[config.mk]
export PLATFORM = sky130hd
export DESIGN_NAME = buf_bank_seq_flat
export DESIGN_NICKNAME = d
export VERILOG_FILES = /design/src/rtl/buf_bank_seq_if.sv /design/src/rtl/buf_bank_seq.sv /design/src/flat_wrapper.sv
export SDC_FILE = /design/constraint.sdc
export NUM_CORES = 1
export LEC_CHECK = 0
export CAP_MARGIN = 20
export CORE_MARGIN = 4
export CORE_UTILIZATION = 31
export CTS_CLUSTER_SIZE = 20
export DETAILED_ROUTE_END_ITERATION = 7
export SYNTH_ARGS = -nofsm -noshare
export SYNTH_HDL_FRONTEND = slang
export SYNTH_SLANG_ARGS = --single-unit
[constraint.sdc]
create_clock -name clk -period 13.1 [get_ports clk]
set_clock_uncertainty 0.2 [all_clocks]
set_input_delay 3.93 -clock clk [delete_from_list [all_inputs] [get_ports clk]]
set_output_delay 3.93 -clock clk [all_outputs]
set_load 0.02 [all_outputs]
[src/rtl/buf_bank_seq_if.sv]
// Request/status bundle between a power controller and the buffer-bank sequencer.
// The master drives the requests and the step delay; the slave returns the registered bank status.
interface buf_bank_seq_if #(
   parameter int NSEG = 8,
   parameter int DLYW = 4
);
   localparam int LW = $clog2(NSEG + 1);

   logic            req_on;
   logic            req_off;
   logic [DLYW-1:0] step_dly;
   logic [NSEG-1:0] en;
   logic [LW-1:0]   level;
   logic            busy;
   logic            ready;

   modport master (
      output req_on, req_off, step_dly,
      input  en, level, busy, ready
   );

   modport slave (
      input  req_on, req_off, step_dly,
      output en, level, busy, ready
   );
endinterface

[src/rtl/buf_bank_seq.sv]
// Buffer-bank power sequencer: ramps a thermometer enable one segment per STEP_DLY+1 cycles.
// All outputs are registered (one edge from request to first effect); requests are level signals with no backpressure.
module buf_bank_seq #(
   parameter int NSEG = 8,
   parameter int DLYW = 4
) (
   input  logic           clk,
   input  logic           rstn,
   buf_bank_seq_if.slave  bus
);
   localparam int LW = $clog2(NSEG + 1);

   typedef enum logic [1:0] {
      S_OFF     = 2'd0,
      S_RAMP_UP = 2'd1,
      S_ON      = 2'd2,
      S_RAMP_DN = 2'd3
   } state_t;

   state_t          state_q;
   state_t          state_nxt;
   logic [NSEG-1:0] en_q;
   logic [NSEG-1:0] en_nxt;
   logic [DLYW-1:0] cnt_q;
   logic [DLYW-1:0] cnt_nxt;
   logic [LW-1:0]   level_q;
   logic            busy_q;
   logic            ready_q;
   logic            cmd_on;
   logic            cmd_off;
   logic            conflict;

   function automatic logic [LW-1:0] popcnt(input logic [NSEG-1:0] v);
      logic [LW-1:0] acc;
      acc = '0;
      for (int i = 0; i < NSEG; i++) begin
         acc = acc + LW'(v[i]);
      end
      return acc;
   endfunction

   assign conflict = bus.req_on & bus.req_off;
   assign cmd_on   = bus.req_on & ~bus.req_off;
   assign cmd_off  = bus.req_off & ~bus.req_on;

   always_comb begin
      state_nxt = state_q;
      en_nxt    = en_q;
      cnt_nxt   = cnt_q;
      // Simultaneous on/off freezes everything, including the delay counter.
      if (!conflict) begin
         case (state_q)
            S_OFF: begin
               if (cmd_on) begin
                  state_nxt = S_RAMP_UP;
                  en_nxt    = NSEG'(1);
                  cnt_nxt   = bus.step_dly;
               end
            end
            S_RAMP_UP: begin
               if (cmd_off) begin
                  state_nxt = S_RAMP_DN;
                  cnt_nxt   = bus.step_dly;
               end else if (cnt_q != '0) begin
                  cnt_nxt = cnt_q - DLYW'(1);
               end else begin
                  en_nxt  = {en_q[NSEG-2:0], 1'b1};
                  cnt_nxt = bus.step_dly;
                  if (en_nxt == '1) begin
                     state_nxt = S_ON;
                  end
               end
            end
            S_ON: begin
               if (cmd_off) begin
                  state_nxt = S_RAMP_DN;
                  cnt_nxt   = bus.step_dly;
               end
            end
            S_RAMP_DN: begin
               if (cmd_on) begin
                  state_nxt = S_RAMP_UP;
                  cnt_nxt   = bus.step_dly;
               end else if (cnt_q != '0) begin
                  cnt_nxt = cnt_q - DLYW'(1);
               end else begin
                  en_nxt  = en_q >> 1;
                  cnt_nxt = bus.step_dly;
                  if (en_nxt == '0) begin
                     state_nxt = S_OFF;
                  end
               end
            end
            default: begin
               state_nxt = S_OFF;
               en_nxt    = '0;
               cnt_nxt   = '0;
            end
         endcase
      end
   end

   // Status flags are computed from the next state so they line up with en_q.
   always_ff @(posedge clk) begin
      if (!rstn) begin
         state_q <= S_OFF;
         en_q    <= '0;
         cnt_q   <= '0;
         level_q <= '0;
         busy_q  <= 1'b0;
         ready_q <= 1'b0;
      end else begin
         state_q <= state_nxt;
         en_q    <= en_nxt;
         cnt_q   <= cnt_nxt;
         level_q <= popcnt(en_nxt);
         busy_q  <= (state_nxt == S_RAMP_UP) || (state_nxt == S_RAMP_DN);
         ready_q <= (state_nxt == S_ON);
      end
   end

   assign bus.en    = en_q;
   assign bus.level = level_q;
   assign bus.busy  = busy_q;
   assign bus.ready = ready_q;
endmodule
[src/flat_wrapper.sv]
// flat-port wrapper written by rule: the top's interface ports become plain ports
module buf_bank_seq_flat 
#(
   parameter int NSEG = 8,
   parameter int DLYW = 4
)
  (clk, rstn, bus_req_on, bus_req_off, bus_step_dly, bus_en, bus_level, bus_busy, bus_ready);
  buf_bank_seq_if #(.NSEG(NSEG), .DLYW(DLYW)) bus_i ();
  input  logic clk;
  input  logic rstn;
  input wire logic [$bits(bus_i.req_on)-1:0] bus_req_on;
  input wire logic [$bits(bus_i.req_off)-1:0] bus_req_off;
  input wire logic [$bits(bus_i.step_dly)-1:0] bus_step_dly;
  output wire logic [$bits(bus_i.en)-1:0] bus_en;
  output wire logic [$bits(bus_i.level)-1:0] bus_level;
  output wire logic [$bits(bus_i.busy)-1:0] bus_busy;
  output wire logic [$bits(bus_i.ready)-1:0] bus_ready;
  assign bus_i.req_on = bus_req_on;
  assign bus_i.req_off = bus_req_off;
  assign bus_i.step_dly = bus_step_dly;
  assign bus_en = bus_i.en;
  assign bus_level = bus_i.level;
  assign bus_busy = bus_i.busy;
  assign bus_ready = bus_i.ready;
  buf_bank_seq #(.NSEG(NSEG), .DLYW(DLYW)) u_core (.clk(clk), .rstn(rstn), .bus(bus_i));
endmodule
Word level (Yosys, flattened, before mapping)
Index checks and enable logic that the tools add are counted.
{"block": "word_totals", "ramBits": 0, "mem_count": 0, "register_bits": 20, "rom_bits": 0, "latch_bits": 0}
{"block": "op_classes", "muxes": 23, "n_div": 0, "reduce_logical": 5, "mul": 0, "eq_ne": 9, "shifts": 0, "magnitude_cmp": 0, "bitwise_logic": 6, "add_sub_neg": 8}
{"cell": "8-bit 2-to-1 mux", "n": 6}
{"cell": "4-bit by 1-bit adder with 4-bit output", "n": 6}
{"cell": "8-bit case mux with 3 select lines", "n": 1}
{"cell": "4-bit 2-to-1 mux", "n": 5}
{"cell": "2-bit 2-to-1 mux", "n": 9}
{"cell": "4-bit case mux with 4 select lines", "n": 1}
{"cell": "2-bit == test (second input constant)", "n": 4}
{"cell": "8-bit zero test", "n": 1}
{"cell": "2-bit case mux with 4 select lines", "n": 1}
{"cell": "7-bit == test (second input constant)", "n": 1}
{"cell": "2-bit by 1-bit == test with 1-bit output (second input constant)", "n": 2}
{"cell": "2-bit by 1-bit != test with 1-bit output (second input constant)", "n": 2}
{"cell": "4-bit nonzero test", "n": 1}
{"cell": "4-bit by 1-bit subtractor with 4-bit output (second input constant)", "n": 1}
{"cell": "1-bit bitwise AND", "n": 3}
{"cell": "1-bit inverter", "n": 3}
{"cell": "3-bit AND reduction", "n": 1}
{"cell": "1-bit by 1-bit adder with 2-bit output", "n": 1}
{"cell": "2-bit zero test", "n": 1}
{"cell": "1-bit logical OR", "n": 1}

Longest topological paths before layout
Gate-level depths: netlist (run 1).
{"block": "depth", "word_depth": 12, "mapped_depth": 15, "ltp_nobuf": 14}

Least setup slack after synthesis (run 1)
OpenSTA, ideal clock, no wires.
{"block": "synth_timing", "path_kind": "in2reg", "from": "input port bus_req_off", "to": "register u_core.level_q[2], in the netlist u_core.bus.level[2]", "setup_slack_ps": 5668, "setup_time_ps": 128, "t_arrival_ps": 7104, "cell_stages": 13, "path_cell_list": "clkbuf_1 -> nand2b_1 -> nand3_1 -> o21ai_0 -> nand3_1 -> ha_1 -> fa_1 -> fa_1 -> inv_1 -> fa_1 -> fa_1 -> xor2_1 -> nor2_1"}
{"block": "synth_between", "elab_chain_len": 12, "elab_cells_between_ends": 16}
{"item": "from (decl)", "line": "flat_wrapper.sv:12", "source": "input wire logic [$bits(bus_i.req_off)-1:0] bus_req_off;"}
{"item": "1-bit inverter", "line": "buf_bank_seq.sv:43", "source": "assign cmd_on = bus.req_on & ~bus.req_off;"}
{"item": "1-bit bitwise AND", "line": "buf_bank_seq.sv:43"}
{"item": "8-bit 2-to-1 mux (on tied branches)", "line": "buf_bank_seq.sv:81, buf_bank_seq.sv:54"}
{"item": "8-bit case mux with 3 select lines", "line": "buf_bank_seq.sv:52", "source": "case (state_q)"}
{"item": "8-bit 2-to-1 mux *", "line": "buf_bank_seq.sv:51", "source": "if (!conflict) begin"}
{"item": "named net u_core.en_nxt[1]", "line": "buf_bank_seq.sv:23", "source": "logic [NSEG-1:0] en_nxt;"}
{"item": "1-bit by 1-bit adder with 2-bit output *", "line": "buf_bank_seq.sv:37", "source": "acc = acc + LW'(v[i]);"}
{"item": "4-bit by 1-bit adder with 4-bit output * (6 in a row)", "line": "buf_bank_seq.sv:37"}
{"item": "to (signal assigned)", "line": "buf_bank_seq.sv:116", "source": "level_q <= popcnt(en_nxt);"}
{"item": "to (decl)", "line": "buf_bank_seq.sv:26", "source": "logic [LW-1:0] level_q;"}
Mark *: on every way through the listed nets, which the timed path passes. The rest lies on a longest branch.
A chain may end at the register's enable or synchronous reset.

Worst setup path in the final report (run 1)
{"block": "layout_timing", "from": "input port bus_req_on", "to": "register u_core.level_q[2], in the netlist u_core.bus.level[2]"}
{"block": "layout_between", "elab_chain_len": 12, "elab_cells_between_ends": 16}
{"item": "from (decl)", "line": "flat_wrapper.sv:11", "source": "input wire logic [$bits(bus_i.req_on)-1:0] bus_req_on;"}
{"item": "1-bit inverter", "line": "buf_bank_seq.sv:44", "source": "assign cmd_off = bus.req_off & ~bus.req_on;"}
{"item": "1-bit bitwise AND", "line": "buf_bank_seq.sv:44"}
{"item": "8-bit 2-to-1 mux", "line": "buf_bank_seq.sv:61", "source": "if (cmd_off) begin"}
{"item": "8-bit case mux with 3 select lines", "line": "buf_bank_seq.sv:52"}
{"item": "8-bit 2-to-1 mux *", "line": "buf_bank_seq.sv:51"}
{"item": "named net u_core.en_nxt[1]", "line": "buf_bank_seq.sv:23"}
{"item": "1-bit by 1-bit adder with 2-bit output *", "line": "buf_bank_seq.sv:37"}
{"item": "4-bit by 1-bit adder with 4-bit output * (6 in a row)", "line": "buf_bank_seq.sv:37"}
Marked as above.

==> results of run 1 <==
## worst max-delay path, delay by kind of cell
family	cells	cell delay, ns
AND/OR/NAND/NOR	4	0.57
adder cells (fa/ha/maj)	5	2.06
buffers and inverters	2	0.70
XOR/XNOR	1	0.17
AO/OA/AOI/OAI	1	0.54
## metrics by stage
| stage | std cells | setup slack [ns] | hold WS [ns] | power (mW) | utilization (%) |
|---|---|---|---|---|---|
| after floorplan | 172 | 5.67 | 0.248 | 0.119 | - |
| after global placement | 233 | 4.94 | 0.260 | 0.139 | 37.2 |
| after detailed placement | 233 | 4.88 | 0.268 | 0.139 | 37.2 |
| after CTS | 237 | 5.14 | 0.278 | 0.182 | 38.2 |
| after global routing | 237 | 4.85 | 0.326 | 0.194 | 38.2 |
| final | 237 | 5.09 | 0.276 | 0.181 | 38.2 |
## cell families after synthesis
group	synth area share, %
compound gates	28.0
xor+xnor	0.630
fa+ha+maj	10.3
buf+inv	6.65
flops	27.3
mux	2.97
simple gates	24.2
## state kept, by name, indices dropped and copies added (netlist names)
name,count
u_core.state_q,2
u_core.cnt_q,4
u_core.bus.level,4
u_core.bus.en,8
u_core.bus.ready,1
## metal layers
layer | vias up | track usage (%) | wire length (um)
li1 | 670 | - | -
met1 | 629 | 19.3 | 1690
met2 | 55 | 22.5 | 1610
met3 | 11 | 2.00 | 280
met4 | 0 | 3.56 | 76
met5 | - | 0 | 0
## Yosys cell counts, types with 5 or more instances
cell type / count
sky130_fd_sc_hd__a31oi_1: 7
sky130_fd_sc_hd__dfxtp_1: 19
sky130_fd_sc_hd__o221ai_1: 5
sky130_fd_sc_hd__ha_1: 5
sky130_fd_sc_hd__nand2_1: 13
sky130_fd_sc_hd__a21oi_1: 10
sky130_fd_sc_hd__nand3_1: 9
sky130_fd_sc_hd__inv_1: 12
sky130_fd_sc_hd__clkbuf_1: 7
sky130_fd_sc_hd__o21ai_0: 7
sky130_fd_sc_hd__nor2_1: 9
sky130_fd_sc_hd__and2_1: 5
## worst paths after layout
kind,startpoint,to,slack (ns),cells past startpoint
max,bus_req_on,u_core.bus.level[2],5.09,13
min,u_core.cnt_q[1],u_core.cnt_q[1],0.28,2
max reg2reg,u_core.cnt_q[0],u_core.bus.level[2],8.48,14
min reg2reg,u_core.cnt_q[1],u_core.cnt_q[1],0.28,2
## power groups by stage
stage / Combinational [mW] / Sequential (mW) / Clock [mW]
finish: 0.0660 / 0.0715 / 0.0432
global route: 0.0760 / 0.0728 / 0.0456
CTS: 0.0662 / 0.0714 / 0.0444
detailed placement: 0.0657 / 0.0729 / 0
global placement: 0.0660 / 0.0729 / 0
floorplan: 0.0466 / 0.0728 / 0
## area by class of cell
| type | instances | area [um2] |
|---|---|---|
| multi-input combinational | 129 | 918 |
| clock inverter | 1 | 5.00 |
| sequential | 19 | 380 |
| timing repair buffer | 21 | 210 |
| tap | 52 | 65.1 |
| inverter | 12 | 45.0 |
| clock buffer | 3 | 41.3 |
| fill | 453 | 2690 |
==> implementation parameters, run 1 <==
Parameter                              Value

Placed design
  Global placement routability congestion ... approximately 0.86
  Instance area after placement ... 1620 um2
  Quantity of I/O buffers inserted on ports ... 21
  Estimated wirelength of the detail-placed design ... around 2700 um

Finish
  Commonest non-fill, non-tap cell in the layout ... sky130_fd_sc_hd__clkdlybuf4s50_1
  Layout overhead on the synthesized area ... 19.7%
  Final non-filler cell area ... approximately 1700 um2
  Final #Nets ... slightly above 200
  Final antenna diode count ... 0
  Commonest cells after routing, fill and taps aside ... 21 x sky130_fd_sc_hd__clkdlybuf4s50_1, 19 x sky130_fd_sc_hd__dfxtp_1, 13 x sky130_fd_sc_hd__nand2_1, 12 x sky130_fd_sc_hd__inv_1, 10 x sky130_fd_sc_hd__a21oi_1
  Share of post-route cells with drive strength above 1 ... under 10%

Logic synthesis
  Count of state elements after synthesis ... 19
  Largest cells by area after synthesis ... sky130_fd_sc_hd__dfxtp_1 27%, sky130_fd_sc_hd__fa_1 5.8%, sky130_fd_sc_hd__ha_1 4.5%
  Syn_nets ... around 190
  Mean instance size in the synthesized netlist ... ~8.1 um2
  Cell variety after synth ... a little over 50
  Fraction of post-synthesis cell area in the top cell type by area ... a little over a quarter
  Share of flip-flops with an asynchronous set or reset ... 0%
  Post-synth design cell area ... between 1000 and 1500 um2
  Sequential cell area fraction in the yosys report ... between 20 and 30%
  Yosys synthesis warning count ... 0
  Mapped Cells ... 172
  Largest area contributor in the synthesized netlist ... sky130_fd_sc_hd__dfxtp_1
  EDFF count, synth ... 0
  Commonest register cell after synthesis ... sky130_fd_sc_hd__dfxtp_1

GRT
  First-pass GRT wire length ... approximately 6000 um
  Initial antenna violation count ... 0
  Residual overflow from global routing ... 0
  Vias in the first global route ... about 1200
  Largest net degree at the start of global routing ... 22
  Global-route usage over all layers ... ~14%

Pwr
  Clock power frac ... 23.9%
  Combinational power share ... approximately 37%
  Pwr dens ... between 100 and 150 nW/um2
  Cell-internal power ... ~0.11 mW
  Leak ... roughly 0.61 nW
  Portion of total power attributed to sequential cells ... approximately two fifths
  Highest ir drop seen on vdd ... roughly 38 uV
  Switching power summed over all nets ... between 0.06 and 0.07 mW
  Share of total power consumed by net switching ... a little under two fifths

Clock network
  Clock tree from TritonCTS ... done
  Clock-pin slew of the registers on the worst-case setup and hold paths ... 0.08 ns
  Number of clock buffers inserted by TritonCTS ... 3
  Count of cells resized by post-cts repair ... 0
  Root buffer cell ... sky130_fd_sc_hd__clkbuf_8
  Clock latency on the worst-skew pair ... 0.26 ns
  # Post-CTS Setup Buffers ... 0
  Hold Buf Count CTS ... 0
  Bufs on Longest Clock Path ... 2
  Clock H-tree levels ... 1
  Number of clock sinks seen by CTS ... 19

STA
  Actual transition at the worst max-transition pin ... 0.851 ns
  Final number of max-transition violations ... 0
  Unrepaired setup endpoints after global routing ... false
  Final number of setup-violating endpoints ... 0
  Final sum of negative setup slack ... 0 ns
  Part of the cycle the worst path needs ... between 60 and 70%
  Final Hold Vio Count ... 0
  Max frequency ... roughly 120 MHz
  Final worst path period need ... approximately 8.0 ns
  Max-slew headroom ... between 40% and 50%

Worst setup path
  Critical path launch point type ... input pin
  Cell with the most instances on the worst path ... sky130_fd_sc_hd__fa_1
  Arrival time worst endpoint ... slightly below 8 ns
  Cell-by-cell trace of the critical path ... clkdlybuf4s50_1 -> nor2b_1 -> o21ai_0 -> nand2_1 -> nand3_1 -> ha_1 -> fa_1 -> fa_1 -> inv_1 -> fa_1 -> fa_1 -> xor2_1 -> nor2_1
  Worst setup path category ... in2reg
  Max stage delay on crit path ... 0.65 ns
  Capturing element type of the critical path ... flip-flop
  Crit path max fanout ... 14
  Slowest CP cell ... sky130_fd_sc_hd__clkdlybuf4s50_1
  Required time at the endpoint of the critical path ... 13.05 ns

Floorplanning
  Area of the die ... approximately 5600 um2
  Number of ports placed on the die boundary ... 22
  DIE WIDTH ... 75.0 um
  Row cnt ... 24
  Die height ... around 75 um
  Initial Utilization ... a little under a third
  Placeable Area ... 4350 um2

Hold path
  Worst Hold Class ... reg2reg

Route
  Routed Wire Length ... approximately 3700 um
  Post-DR vias/cell ... approximately 5.8
  DRC violations left ... 0
  Number of search-and-repair iterations in the first detailed-routing pass ... 5
  Final ANT Viol Nets ... 0
  Number of vias in the routed layout ... approximately 1400
  First-iteration detailed-routing DRC count ... around 150
  Post-DR wirelength/cell ... about 15 um

Job
  Max capacitance violation total ... 0

Status
  Outcome ... complete, no violations
No activity file was read; power rests on OpenSTA's default activity.
==> run 2, diff against run 1 <==
Clock period 13.1 ns to 7.02 ns, I/O delays scaled along.
==> implementation parameters, run 2 (synthesis gave the netlist of run 1 again) <==
Parameter                              Value

Status
  Outcome ... complete, no violations

Finish
  Share of post-route cells with drive strength above 1 ... 5.88% (+1.0 points)
  Number of standard cells in the layout, taps in and fillers out ... 239 (+0.84%)
  Final antenna diode count ... 0 (unchanged)
  Commonest cells after routing, fill and taps aside ... 21 x sky130_fd_sc_hd__clkdlybuf4s50_1, 19 x sky130_fd_sc_hd__dfxtp_1, 13 x sky130_fd_sc_hd__nand2_1, 12 x sky130_fd_sc_hd__inv_1, 10 x sky130_fd_sc_hd__a21oi_1
  Layout overhead on the synthesized area ... 20.8%
  Largest register FFs ... 8 (unchanged)
  Commonest non-fill, non-tap cell in the layout ... sky130_fd_sc_hd__clkdlybuf4s50_1
  Final #Nets ... 205 (+0.99%)
  Filler instances ... 440 (-2.9%)

Placed design
  Estimated wirelength of the detail-placed design ... 2670 um (+0.36%)
  Global placement routability congestion ... 0.888 (+3.1%)
  Quantity of I/O buffers inserted on ports ... 21 (unchanged)
  Count of placed standard cells including taps ... 235 (+0.86%)

Worst setup path
  Reg-to-Reg Start ... u_core.cnt_q[0]
  Worst setup path category ... in2reg
  R2R Setup Slk ... 2.36 ns (-6.12 ns)
  Crit path max fanout ... 14 (unchanged)
  Reg2reg end ... u_core.bus.level[2]
  Cell with the most instances on the worst path ... sky130_fd_sc_hd__fa_1
  CP bufs+invs ... 2 (unchanged)
  Arrival time worst endpoint ... 5.98 ns (-1.98 ns)
  Critical path launch point type ... input pin
  Cell depth of the worst flop-to-flop path ... 14 (unchanged)
  Cell-by-cell trace of the critical path ... clkdlybuf4s50_1 -> nor2b_1 -> o311a_1 -> o21ai_0 -> nand3_1 -> ha_1 -> fa_1 -> fa_1 -> inv_1 -> fa_1 -> fa_1 -> xor2_1 -> nor2_1
  Max stage delay on crit path ... 0.74 ns (+0.09 ns)
  Top Family by Delay on Critical Path ... adder cells
  Slowest CP cell ... sky130_fd_sc_hd__clkdlybuf4s50_1
  Required time at the endpoint of the critical path ... 6.96 ns (-6.09 ns)
  Capturing element type of the critical path ... flip-flop

Job
  Max capacitance violation total ... 0 (unchanged)

Route
  Post-DR vias/cell ... 5.71 (-0.91%)
  Number of vias in the routed layout ... 1364 (-0.073%)
  Final ANT Viol Nets ... 0 (unchanged)
  Routed Wire Length ... 3620 um (-1.1%)
  First-iteration detailed-routing DRC count ... 101 (-30%)
  Post-DR wirelength/cell ... 15.2 um (-1.9%)
  Number of search-and-repair iterations in the first detailed-routing pass ... 4 (-1)
  DRC violations left ... 0 (unchanged)

Clock network
  Root buffer cell ... sky130_fd_sc_hd__clkbuf_8
  # Post-CTS Setup Buffers ... 0 (unchanged)
  Clock H-tree levels ... 1 (unchanged)
  Number of clock sinks seen by CTS ... 19 (unchanged)
  Clock tree from TritonCTS ... done
  Hold Buf Count CTS ... 0 (unchanged)
  Clock-pin slew of the registers on the worst-case setup and hold paths ... 0.07 ns (about the same)
  Count of cells resized by post-cts repair ... 0 (unchanged)
  Clock latency on the worst-skew pair ... 0.26 ns (about the same)
  Number of clock buffers inserted by TritonCTS ... 3 (unchanged)
  Bufs on Longest Clock Path ... 2 (unchanged)

Floorplanning
  Initial Utilization ... 32.0% (unchanged)
  Area of the die ... 5620 um2 (unchanged)
  DIE WIDTH ... 75.0 um (unchanged)
  Die height ... 75.0 um (unchanged)
  Number of ports placed on the die boundary ... 22 (unchanged)
  Placeable Area ... 4350 um2 (unchanged)
  Row cnt ... 24 (unchanged)

STA
  Max-slew headroom ... 39.9% (-3.2 points)
  Actual transition at the worst max-transition pin ... 0.899 ns (+0.0482 ns)
  Final Hold Vio Count ... 0 (unchanged)
  Max frequency ... 166 MHz
  Final number of setup-violating endpoints ... 0 (unchanged)
  Final number of max-transition violations ... 0 (unchanged)
  Final worst path period need ... about 6 ns
  Unrepaired setup endpoints after global routing ... false
  Part of the cycle the worst path needs ... approximately 86%
  Final sum of negative setup slack ... 0 ns (unchanged)

Hold path
  Worst hold path startpoint ... u_core.cnt_q[1]
  Number of instances on the worst hold path ... 2 (unchanged)
  Worst Hold Class ... reg2reg
  Min-Delay Endpoint ... u_core.cnt_q[1]

GRT
  Vias in the first global route ... 1336 (+8.8%)
  Largest net degree at the start of global routing ... 22 (unchanged)
  Initial antenna violation count ... 0 (unchanged)
  Residual overflow from global routing ... 0 (unchanged)
  First-pass GRT wire length ... 6200 um (+2.9%)
  Global-route usage over all layers ... 14.0% (+0.17 points)

Pwr
  Pwr dens ... 201 nW/um2 (+86%)
  Leak ... 0.615 nW (+1.5%)
  Highest ir drop seen on vdd ... 66.6 uV (+75%)
==> run 2: changes by cell type in the layout (fill, tap and decap cells not counted), sizes merged <==
cell	delta
buf	+2
==> run 2: layout make-up <==
cell class                 instances  area (um2)  area share, %
clock inverter                     1        5.00          0.298
tap                               52        65.1           3.87
timing repair buffer              23         225           13.4
sequential                        19         380           22.6
inverter                          12        45.0           2.68
multi-input combinational        129         918           54.7
clock buffer                       3        41.3           2.46
==> run 2: where the power goes <==
| part | internal (mW) | switching, mW |
|---|---|---|
| combinational | 0.0533 | 0.0720 |
| clock | 0.0396 | 0.0397 |
| sequential | 0.118 | 0.0160 |
==> run 2: metal layers <==
metal,vias up,GRT usage (%),part of all wire [%]
li1,670,-,-
met1,646,19.3,48
met2,41,21.3,44
met3,7,3.47,6.2
met4,0,5.14,1.6
met5,-,0,0
==> run 2: per-stage QoR <==
| stage | power [mW] | setup WS [ns] | hold WS (ns) | cell area (um2) | util (%) |
|---|---|---|---|---|---|
| after floorplan | 0.223 | 1.41 | 0.248 | 1390 | - |
| after global placement | 0.262 | 0.753 | 0.263 | 1630 | 37.5 |
| after detailed placement | 0.261 | 0.730 | 0.274 | 1630 | 37.5 |
| after CTS | 0.340 | 0.998 | 0.283 | 1680 | 38.6 |
| after global routing | 0.363 | 0.806 | 0.321 | 1680 | 38.6 |
| final | 0.338 | 0.984 | 0.276 | 1680 | 38.6 |
==> run 2: how the worst max path moves through the flow <==
stage | start | end | slack, ns | cells after the start
6_report | bus_req_on | u_core.bus.level[2] | 0.98 | 13
5_1_grt | bus_req_on | u_core.bus.level[2] | 0.81 | 13
4_1_cts | bus_req_on | u_core.bus.level[2] | 1.0 | 13
3_5_place_dp | bus_req_on | u_core.bus.level[2] | 0.73 | 13
3_3_place_gp | bus_req_on | u_core.bus.level[2] | 0.75 | 13
2_1_floorplan | bus_req_off | u_core.bus.level[2] | 1.41 | 13
==> run 2: tightest hold or removal path, delay by kind of cell (launching register included) <==
family          cells  cell delay [ns]
compound gates      1             0.05
flops               1             0.32
simple gates        1             0.06
==> run 3, diff against run 2 <==
Settings changed: CORE_UTILIZATION 31 to 48, PLACE_DENSITY set to 0.75.
==> implementation parameters, run 3 (synthesis gave the netlist of run 1 again) <==
Parameter                              Value

Clock network
  Clock tree from TritonCTS ... done
  Hold Buf Count CTS ... 0 (unchanged)
  Bufs on Longest Clock Path ... 2 (unchanged)
  Clock latency on the worst-skew pair ... 0.31 ns (+0.05 ns)
  Clock H-tree levels ... 1 (unchanged)
  Clock-pin slew of the registers on the worst-case setup and hold paths ... 0.11 ns (+0.04 ns)
  Root buffer cell ... sky130_fd_sc_hd__clkbuf_4
  Number of clock buffers inserted by TritonCTS ... 3 (unchanged)
  Number of clock sinks seen by CTS ... 19 (unchanged)
  # Post-CTS Setup Buffers ... 0 (unchanged)
  Count of cells resized by post-cts repair ... 0 (unchanged)

Route
  Number of vias in the routed layout ... 1368 (+0.29%)
  First-iteration detailed-routing DRC count ... 83 (-18%)
  DRC violations left ... 0 (unchanged)
  Routed Wire Length ... 3530 um (-2.5%)
  Number of search-and-repair iterations in the first detailed-routing pass ... 4 (unchanged)
  Final ANT Viol Nets ... 0 (unchanged)
  Post-DR vias/cell ... 6.33 (+11%)
  Post-DR wirelength/cell ... 16.4 um (+7.9%)

Status
  Outcome ... complete, no violations

Worst setup path
  Cell depth of the worst flop-to-flop path ... 14 (unchanged)
  Arrival time worst endpoint ... 6.14 ns (+0.16 ns)
  Cell with the most instances on the worst path ... sky130_fd_sc_hd__fa_1
  Cell-by-cell trace of the critical path ... clkdlybuf4s50_1 -> nor2b_1 -> o21ai_0 -> nand2_1 -> nand3_1 -> ha_1 -> fa_1 -> fa_1 -> inv_1 -> fa_1 -> fa_1 -> xor2_1 -> nor2_1
  Reg-to-Reg Start ... u_core.cnt_q[0]
  Capturing element type of the critical path ... flip-flop
  Required time at the endpoint of the critical path ... 7.02 ns (+0.06 ns)
  Worst setup path category ... in2reg
  R2R Setup Slk ... 2.42 ns (+0.06 ns)
  Crit path max fanout ... 14 (unchanged)
  Reg2reg end ... u_core.bus.level[2]
  Critical path launch point type ... input pin
  Max stage delay on crit path ... 0.65 ns (-0.09 ns)
  Slowest CP cell ... sky130_fd_sc_hd__clkdlybuf4s50_1

Finish
  Final #Nets ... 203 (-0.98%)
  Commonest cells after routing, fill and taps aside ... 21 x sky130_fd_sc_hd__clkdlybuf4s50_1, 19 x sky130_fd_sc_hd__dfxtp_1, 13 x sky130_fd_sc_hd__nand2_1, 12 x sky130_fd_sc_hd__inv_1, 10 x sky130_fd_sc_hd__a21oi_1
  Layout overhead on the synthesized area ... 16.5%
  Utilization of the core after routing ... 58.8% (+20 points)
  Commonest non-fill, non-tap cell in the layout ... sky130_fd_sc_hd__clkdlybuf4s50_1
  Share of post-route cells with drive strength above 1 ... 4.86% (-1.0 points)
  Largest register FFs ... 8 (unchanged)
  Filler instances ... 268 (-39%)
  Final antenna diode count ... 0 (unchanged)

STA
  Final worst path period need ... 6.14 ns (+0.106 ns)
  Final sum of negative setup slack ... 0 ns (unchanged)
  Max frequency ... 163 MHz (-1.7%)
  Final number of max-transition violations ... 0 (unchanged)
  Actual transition at the worst max-transition pin ... 0.815 ns (-0.0844 ns)
  Unrepaired setup endpoints after global routing ... false
  Hold slack final ... 0.312 ns (+0.0360 ns)
  Final Hold Vio Count ... 0 (unchanged)
  Part of the cycle the worst path needs ... 87.5% (+1.5 points)
  Max-slew headroom ... 45.6% (+5.6 points)
  Final number of setup-violating endpoints ... 0 (unchanged)

Floorplanning
  DIE WIDTH ... 61.8 um (-18%)
  Number of ports placed on the die boundary ... 22 (unchanged)
  Die height ... 61.8 um (-18%)
  Placeable Area ... 2760 um2 (-37%)
  Initial Utilization ... 50.5% (+18 points)
  Area of the die ... 3820 um2 (-32%)
  Row cnt ... 19 (-21%)

Hold path
  Min-Delay Endpoint ... u_core.cnt_q[1]
  Worst Hold Class ... reg2reg
  Number of instances on the worst hold path ... 2 (unchanged)
  Worst hold path startpoint ... u_core.cnt_q[1]

Pwr
  Pwr dens ... 194 nW/um2 (-3.7%)
  Highest ir drop seen on vdd ... 121 uV (+81%)
  Leak ... 0.598 nW (-2.8%)

GRT
  Global-route usage over all layers ... 20.6% (+6.5 points)
  Largest net degree at the start of global routing ... 22 (unchanged)
  Initial antenna violation count ... 0 (unchanged)
  Vias in the first global route ... 1258 (-5.8%)
  First-pass GRT wire length ... 5830 um (-5.9%)
  Residual overflow from global routing ... 0 (unchanged)

Placed design
  Global placement routability congestion ... 0.985 (+11%)
  Estimated wirelength of the detail-placed design ... 2620 um (-2.1%)
  Quantity of I/O buffers inserted on ports ... 21 (unchanged)

Job
  Max capacitance violation total ... 0 (unchanged)
-- run 3: layer usage --
layer | wire, um | up-vias | global-route usage (%) | part of all wire [%]
met1 | 1620 | 639 | 27.9 | 46
li1 | - | 666 | - | -
met4 | 55 | 0 | 9.09 | 1.6
met2 | 1640 | 58 | 31.8 | 46
met5 | 0 | - | 0 | 0
met3 | 221 | 5 | 3.93 | 6.3
-- run 3: critical path, delay by kind of cell --
kind | cells | cell delay, ns
AOI/OAI and AO/OA | 1 | 0.55
xor gates and xnor gates | 1 | 0.16
adders and majority gates | 5 | 2.05
buffers and inverters | 2 | 0.70
and+or+nand+nor | 4 | 0.56
-- run 3: final cells by class --
cell class | instances | area [um2] | area share [%]
multi-input cells | 129 | 918 | 56.7
flip-flops and latches | 19 | 380 | 23.5
repair buffers | 21 | 210 | 13.0
inverters | 12 | 45.0 | 2.78
well taps | 31 | 38.8 | 2.39
clock buffers | 3 | 22.5 | 1.39
clock inverters | 1 | 5.00 | 0.309
-- run 3: power by group --
| part | internal [mW] | leakage (nW) | switching, mW |
|---|---|---|---|
| registers | 0.118 | 0.155 | 0.0157 |
| logic | 0.0524 | 0.425 | 0.0704 |
| clock network | 0.0213 | 0.0177 | 0.0366 |
-- run 3: per-stage QoR --
stage / total power, mW / cell area (um2) / worst slack (ns) / cells
after detailed placement: 0.258 / 1590 / 0.575 / 212
final: 0.314 / 1620 / 0.878 / 216
after global routing: 0.339 / 1620 / 0.636 / 216
after floorplan: 0.223 / 1390 / 1.41 / 172
after CTS: 0.317 / 1620 / 0.920 / 216
after global placement: 0.257 / 1590 / 0.764 / 212
-- run 3: worst max-delay path by stage --
| stage | startpoint | to | slack (ns) | cells past startpoint |
|---|---|---|---|---|
| after floorplan | bus_req_off | u_core.bus.level[2] | 1.41 | 13 |
| after global placement | bus_req_on | u_core.bus.level[2] | 0.76 | 13 |
| after detailed placement | bus_req_on | u_core.bus.level[2] | 0.58 | 13 |
| after CTS | bus_req_on | u_core.bus.level[2] | 0.92 | 13 |
| after global routing | bus_req_off | u_core.bus.level[2] | 0.64 | 13 |
| final | bus_req_on | u_core.bus.level[2] | 0.88 | 13 |
